### src/rtl/hazard_ctrl.sv
// hazard_ctrl: pipeline hazard unit with memory-wait hold, flush/stall priority and stall/timeout counters.
// Define HAZARD_FORWARD_EN to add EX operand forwarding (stalls then only on load-use).
module hazard_ctrl (
  input  logic        clk,
  input  logic        rst,
  input  logic [4:0]  id_rs,
  input  logic [4:0]  id_rt,
  input  logic        id_uses_rt,
  input  logic [4:0]  ex_rs,
  input  logic [4:0]  ex_rt,
  input  logic [4:0]  ex_dst,
  input  logic        ex_regwrite,
  input  logic        ex_memread,
  input  logic [4:0]  mem_dst,
  input  logic        mem_regwrite,
  input  logic [4:0]  wb_dst,
  input  logic        wb_regwrite,
  input  logic        ex_branch_taken,
  input  logic        id_jump,
  input  logic        mem_req,
  input  logic        mem_ack,
  output logic        pc_write,
  output logic        if_id_write,
  output logic        if_id_flush,
  output logic        id_ex_bubble,
  output logic        pipe_hold,
  output logic [1:0]  fwd_a,
  output logic [1:0]  fwd_b,
  output logic [15:0] stall_count,
  output logic        mem_timeout
);
  typedef enum logic {RUN, MEM_WAIT} state_t;
  state_t state, state_n;
  logic [7:0] wait_cnt;
  logic miss, hold, raw;
  logic [1:0] fa, fb;
  logic unused_ok;
  function automatic logic hit(input logic [4:0] d, input logic [4:0] rs, input logic [4:0] rt, input logic urt);
    return (d != 5'd0) && (d == rs || (urt && d == rt));
  endfunction
`ifdef HAZARD_FORWARD_EN
  function automatic logic [1:0] fsel(input logic [4:0] r);
    return (r == 5'd0) ? 2'b00 : (mem_regwrite && mem_dst == r) ? 2'b10 : (wb_regwrite && wb_dst == r) ? 2'b01 : 2'b00;
  endfunction
  assign raw = ex_memread && hit(ex_dst, id_rs, id_rt, id_uses_rt);
  assign fa = fsel(ex_rs);
  assign fb = fsel(ex_rt);
  assign unused_ok = ex_regwrite;
`else
  // The regfile writes before it reads, so WB never needs a stall.
  assign raw = (ex_regwrite && hit(ex_dst, id_rs, id_rt, id_uses_rt)) || (mem_regwrite && hit(mem_dst, id_rs, id_rt, id_uses_rt));
  assign fa = 2'b00;
  assign fb = 2'b00;
  assign unused_ok = ^{ex_rs, ex_rt, ex_memread, wb_dst, wb_regwrite};
`endif
  assign miss = mem_req && !mem_ack;
  assign hold = (state == MEM_WAIT) || miss;
  always_comb begin
    state_n = state;
    pc_write = 1'b1;
    if_id_write = 1'b1;
    if_id_flush = 1'b0;
    id_ex_bubble = 1'b0;
    pipe_hold = 1'b0;
    fwd_a = rst ? 2'b00 : fa;
    fwd_b = rst ? 2'b00 : fb;
    if (!rst) begin
      state_n = (state == MEM_WAIT) ? (mem_ack ? RUN : MEM_WAIT) : (miss ? MEM_WAIT : RUN);
      if (hold) begin
        pc_write = 1'b0;
        if_id_write = 1'b0;
        pipe_hold = 1'b1;
      end else if (ex_branch_taken) begin
        if_id_flush = 1'b1;
        id_ex_bubble = 1'b1;
      end else if (raw) begin
        pc_write = 1'b0;
        if_id_write = 1'b0;
        id_ex_bubble = 1'b1;
      end else if (id_jump) begin
        if_id_flush = 1'b1;
      end
    end
  end
  always_ff @(posedge clk or posedge rst) begin
    if (rst) begin
      state <= RUN;
      wait_cnt <= 8'd0;
      stall_count <= 16'd0;
      mem_timeout <= 1'b0;
    end else begin
      state <= state_n;
      wait_cnt <= (state == RUN) ? 8'd0 : wait_cnt + {7'd0, wait_cnt != 8'hFF};
      if (state == MEM_WAIT && wait_cnt == 8'd254) mem_timeout <= 1'b1;
      if (!pc_write && stall_count != 16'hFFFF) stall_count <= stall_count + 16'd1;
    end
  end
endmodule

### config.mk
export PLATFORM = sky130hd
export DESIGN_NAME = hazard_ctrl
export DESIGN_NICKNAME = d
export VERILOG_FILES = /design/src/rtl/hazard_ctrl.sv
export SDC_FILE = /design/constraint.sdc
export NUM_CORES = 1
export LEC_CHECK = 0
export ABC_CLOCK_PERIOD_IN_PS = 2550
export CAP_MARGIN = 20
export CORE_ASPECT_RATIO = 0.75
export CORE_MARGIN = 1.5
export CORE_UTILIZATION = 42
export CTS_CLUSTER_DIAMETER = 150
export DETAILED_ROUTE_END_ITERATION = 8
export GPL_TIMING_DRIVEN = 0
export PLACE_DENSITY = 0.9
export RECOVER_POWER = 25
export SLEW_MARGIN = 20
export SYNTH_ARGS = -nofsm -noshare
export SYNTH_HDL_FRONTEND = slang
export SYNTH_SLANG_ARGS = --single-unit
### constraint.sdc
create_clock -name clk -period 2.55 [get_ports clk]
set_input_delay 0.51 -clock clk [delete_from_list [all_inputs] [get_ports clk]]
set_output_delay 0.51 -clock clk [all_outputs]
set_load 0.02 [all_outputs]
# After elaboration in Yosys (flattened, before gate mapping)

Index checks and enable logic that the tools add are counted.

Bits in registers: 26
Bits of input ports: 46
Output and inout port bits: 26
Logic and storage cells: 49

Add/sub/neg operators: 2
Equality and inequality tests: 7
Multiplexer cells: 19
Reductions and logical operators: 17

Operators with widths:

| operator                | number |
|---|---|
| $eq A5 B5 Y1            | 4 |
| $mux W1                 | 18 |
| $add A16 B1 Y16 const B | 1 |
| $ne A16 B16 Y1 const B  | 1 |
| $reduce_bool A5 Y1      | 2 |
| $logic_and A1 B1 Y1     | 9 |
| $add A8 B1 Y8           | 1 |
| $eq A8 B8 Y1 const B    | 1 |
| $mux W8                 | 1 |
| $ne A8 B8 Y1 const B    | 1 |
| $logic_or A1 B1 Y1      | 4 |
| $logic_not A1 Y1        | 2 |

# Longest topological paths before layout

Depth in word-level cells: 12
Gate-level depth with buffers: 8

# Worst setup path after synthesis

OpenSTA, ideal clock, no wires.

Path type: input port to output port
From: in mem_dst[1]
To: out pc_write
Arrival time: 1.906 ns
Required time: 2.040 ns
Path slack: 0.134 ns
Stages on the path: 6
Buffers on the path: 2
Cells stage by stage: or4_1 > o21ai_1 > o22ai_2 > a21oi_2 > buf_6 > buf_4

Longest elaborated chain between the ends: 10
Elaborated cells between the ends (all ways): 12
Classes of those cells: 2 x eq/ne; 4 x mux; 6 x reduce/logical

RTL lines:

| what                      | line | text |
|---|---|---|
| start: declaration        | 14   | `input logic [4:0] mem_dst,` |
| $eq A5 B5 Y1              | 39   | `return (d != 5'd0) && (d == rs \|\| (urt && d == rt));` |
| $logic_and A1 B1 Y1       | 39   |  |
| $logic_or A1 B1 Y1        | 39   |  |
| $logic_and A1 B1 Y1 (*)   | 39   |  |
| $logic_and A1 B1 Y1 (*)   | 51   | `assign raw = (ex_regwrite && hit(ex_dst, id_rs, id_rt, id_uses_rt)) \|\| (mem_regwrite && hit(mem_dst, id_rs, id ...` |
| $logic_or A1 B1 Y1 (*)    | 51   |  |
| $mux W1 (*) (4 in series) | n/a  |  |
| end: declaration          | 22   | `output logic pc_write,` |

Every way passes the cells marked *; elsewhere a longest branch is shown, timed or not.

# Final worst setup path

From: in id_rt[1]
To: out if_id_flush

Longest elaborated chain between the ends: 10
Elaborated cells between the ends (all ways): 15
Classes of those cells: 2 x eq/ne; 4 x mux; 9 x reduce/logical

RTL lines:

| what                   | line | text |
|---|---|---|
| start: declaration     | 7    | `input logic [4:0] id_rt,` |
| $eq A5 B5 Y1           | 39   |  |
| $logic_and A1 B1 Y1    | 39   |  |
| $logic_or A1 B1 Y1     | 39   |  |
| $logic_and A1 B1 Y1    | 39   |  |
| $logic_and A1 B1 Y1    | 51   |  |
| $logic_or A1 B1 Y1 (*) | 51   |  |
| $mux W1 (*)            | 76   | `end else if (raw) begin` |
| $mux W1 (*)            | 73   | `end else if (ex_branch_taken) begin` |
| $mux W1 (*)            | 69   | `if (hold) begin` |
| $mux W1 (*)            | 67   | `if (!rst) begin` |
| end: declaration       | 24   | `output logic if_id_flush,` |

Marks and branches as above.

==> reports/qor.csv <==
metric,value,unit
synth_edf_count,0,
io_pins,72,
clk-insertion-delay-late,280,ps
r2r_slack,230,ps
p_int,0.000842,W
ir_drop,0.595,mV
seqPwrFrac,0.423,
setup_viol,1,
endpoint_kind,primary output,
grt_usage,0.191,
path_delay_family,compound AO/OA/AOI/OAI gates,
grt_overflow,0,
cts_tree,built,
cts_buffers,3,
antenna_found_initial,0,
final_cell_mix,"xor2_1, clkdlybuf4s50_1, dfrtp_1, buf_4",
syn_inst,157,
syn_to_final_growth,47.3,%
hp-class,register to register,
startpoint_type,input port,
cp_data_required_time,2040,ps
rr_endpoint,stall_count[1],
switchingPower,0.000455,W
cts.sinks,26,
worstHoldEndpoint,mem_timeout,
synth-async-reset-ratio,1.00,
stdcell_count,273,
clock_path_buffers,2,
grt_max_degree,15,
antenna_cells,0,
path_buf_inv,3,
ys_ff_latch,26,
via_per_inst,5.16,
drt_iter0_drc,29,
cap_viol_max_count,0,
slowest_stage,nor4_2,
avgSynthCellArea,10.1,um2
path_class,input port to primary output,
p_leak,1.06,nW
final_max_slew_viol_count,0,
r2r-start,stall_count[0],
chipWidth,74.1,um
path_cells,buf_4 > xor2_1 > nor4_2 > a32oi_2 > o22ai_4 > buf_6 > nor2_2 > o21a_1 > buf_6,
min-delay-start,mem_timeout,
drtAntennaViolNets,0,
whs_path_depth,1,
cpPeakStageDelay,380,ps
swShare,0.351,
cts-root-buf,clkbuf_8,
synth-seq-area-share,0.409,
slew_headroom,0.494,
placed_cell_area,2170,um2
fp.coreArea,3640,um2
cts.hold.buffers_added,0,
firstDrtPassIters,4,
design_area,2340,um2
violations,negative setup slack,
fillers,284,
wl_per_cell,15.2,um
htree_num_levels,1,
dp.cells,262,
drc,0,
ff2ff_path_depth,6,
die_h,56.3,um
synthFlopType,dfrtp_1,
p_per_area,553,nW/um2
layout-drive-gt1-share,0.253,
grt_pass1_vias,1360,
tightestPinTransition,759,ps
fmax,389,MHz
path_clk_slew,90,ps
worstPathArrival,2060,ps
skew,4.17,ps
rows,19,
numPortBuffers,50,
crit_top_cell,buf_6,
status,finished with violations,
yosysWarnings,0,
setup_slack,-20.3,ps
synth_area,1590,um2
die_area,4170,um2
fin_crit_sh,1.01,
vias,1410,
hold_viol,0,
cp_max_fo,2,
dpl.hpwl,2730,um
clkPwrFrac,0.208,
synthDistinctLibCells,32,
globalplace.congestion,0.873,
wl,4160,um
final.min_clock_period,2570,ps
final_common_cell,xor2_1,
p_comb_frac,0.369,
grt_pass1_wl,6130,um
start_util,0.438,
setup_tns,-20.3,ps
nets,271,
finalPower,0.00130,W
## flip-flops by register name, summed over array words and instances, names as in the netlist
register,cells
mem_timeout,1
stall_count,16
wait_cnt,8
state,1
## worst max path at each step
stage / start / end / cells past startpoint
CTS: mem_dst[0] / pc_write / 9
finish: id_rt[1] / if_id_flush / 9
detailed placement: mem_dst[1] / pc_write / 8
global route: id_rt[1] / if_id_flush / 9
global placement: mem_dst[1] / pc_write / 8
floorplan: mem_dst[1] / pc_write / 6
## worst register-to-register path: cells and delay by family, from the launching register on
kind / cells / cell delay, ps
simple gates: 4 / 1270
fa+ha+maj: 1 / 180
mux: 1 / 330
flops: 1 / 420
## synth_stat cells, types with 4 or more instances
master,number,area share
inv_1,4,0.0094
nand2_1,9,0.021
buf_4,5,0.024
nor2_1,7,0.017
nor4_1,5,0.020
xnor2_1,7,0.039
nor4_2,4,0.031
xor2_1,33,0.18
nor3_1,5,0.016
dfrtp_1,26,0.41
and2_1,9,0.035
nand3_1,9,0.028
## logic make-up after synthesis
kind of cell / Yosys count / synth area share
AOI/OAI and AO/OA: 12 / 0.0558
xor gates and xnor gates: 40 / 0.220
adders and majority gates: 3 / 0.0236
buffers and inverters: 11 / 0.0424
DFF: 26 / 0.409
muxes: 2 / 0.0141
other: 1 / 0.00236
and+or+nand+nor: 62 / 0.233
## area by class of cell
cell class	instances	area (um2)	area share
Timing Repair Buffer	57	515	0.220
Timing Repair inverter	1	5.00	0.00213
Tap cell	52	65.1	0.0277
Buffer	6	45.0	0.0192
Inverter	4	18.8	0.00800
Sequential cell	26	651	0.277
Multi-Input combinational cell	123	990	0.422
Clock buffer	4	55.1	0.0235
## power groups by stage
stage,combinational [W],clock (W),sequential [W]
floorplan,0.000176,0,0.000606
global placement,0.000442,0,0.000551
detailed placement,0.000450,0,0.000552
CTS,0.000461,0.000275,0.000548
global route,0.000514,0.000293,0.000560
finish,0.000478,0.000270,0.000549
## timing repair
item                                    in CTS  in global routing
pin swaps                                    9                 15
setup buffers                                5                  2
gates resized for setup                     62                 40
gates cloned                                 1                  0
endpoints found under the setup margin      10                  4
## stage by stage
| stage | utilization | hold slack, ps | setup slack, ps |
|---|---|---|---|
| 2_1_floorplan | - | 543 | 134 |
| 3_3_place_gp | 0.596 | 462 | -1040 |
| 3_5_place_dp | 0.596 | 460 | -1090 |
| 4_1_cts | 0.619 | 486 | -52.8 |
| 5_1_grt | 0.645 | 502 | -31.3 |
| 6_report | 0.645 | 483 | -20.3 |
## per-layer routing
| layer | track usage | part of all wire | vias to the layer above |
|---|---|---|---|
| met5 | 0 | 0 | - |
| met4 | 0.0556 | 0.027 | 0 |
| met3 | 0.0449 | 0.070 | 12 |
| met2 | 0.301 | 0.47 | 53 |
| met1 | 0.261 | 0.43 | 676 |
| li1 | - | - | 669 |
Power figures use the tool's default switching activity.
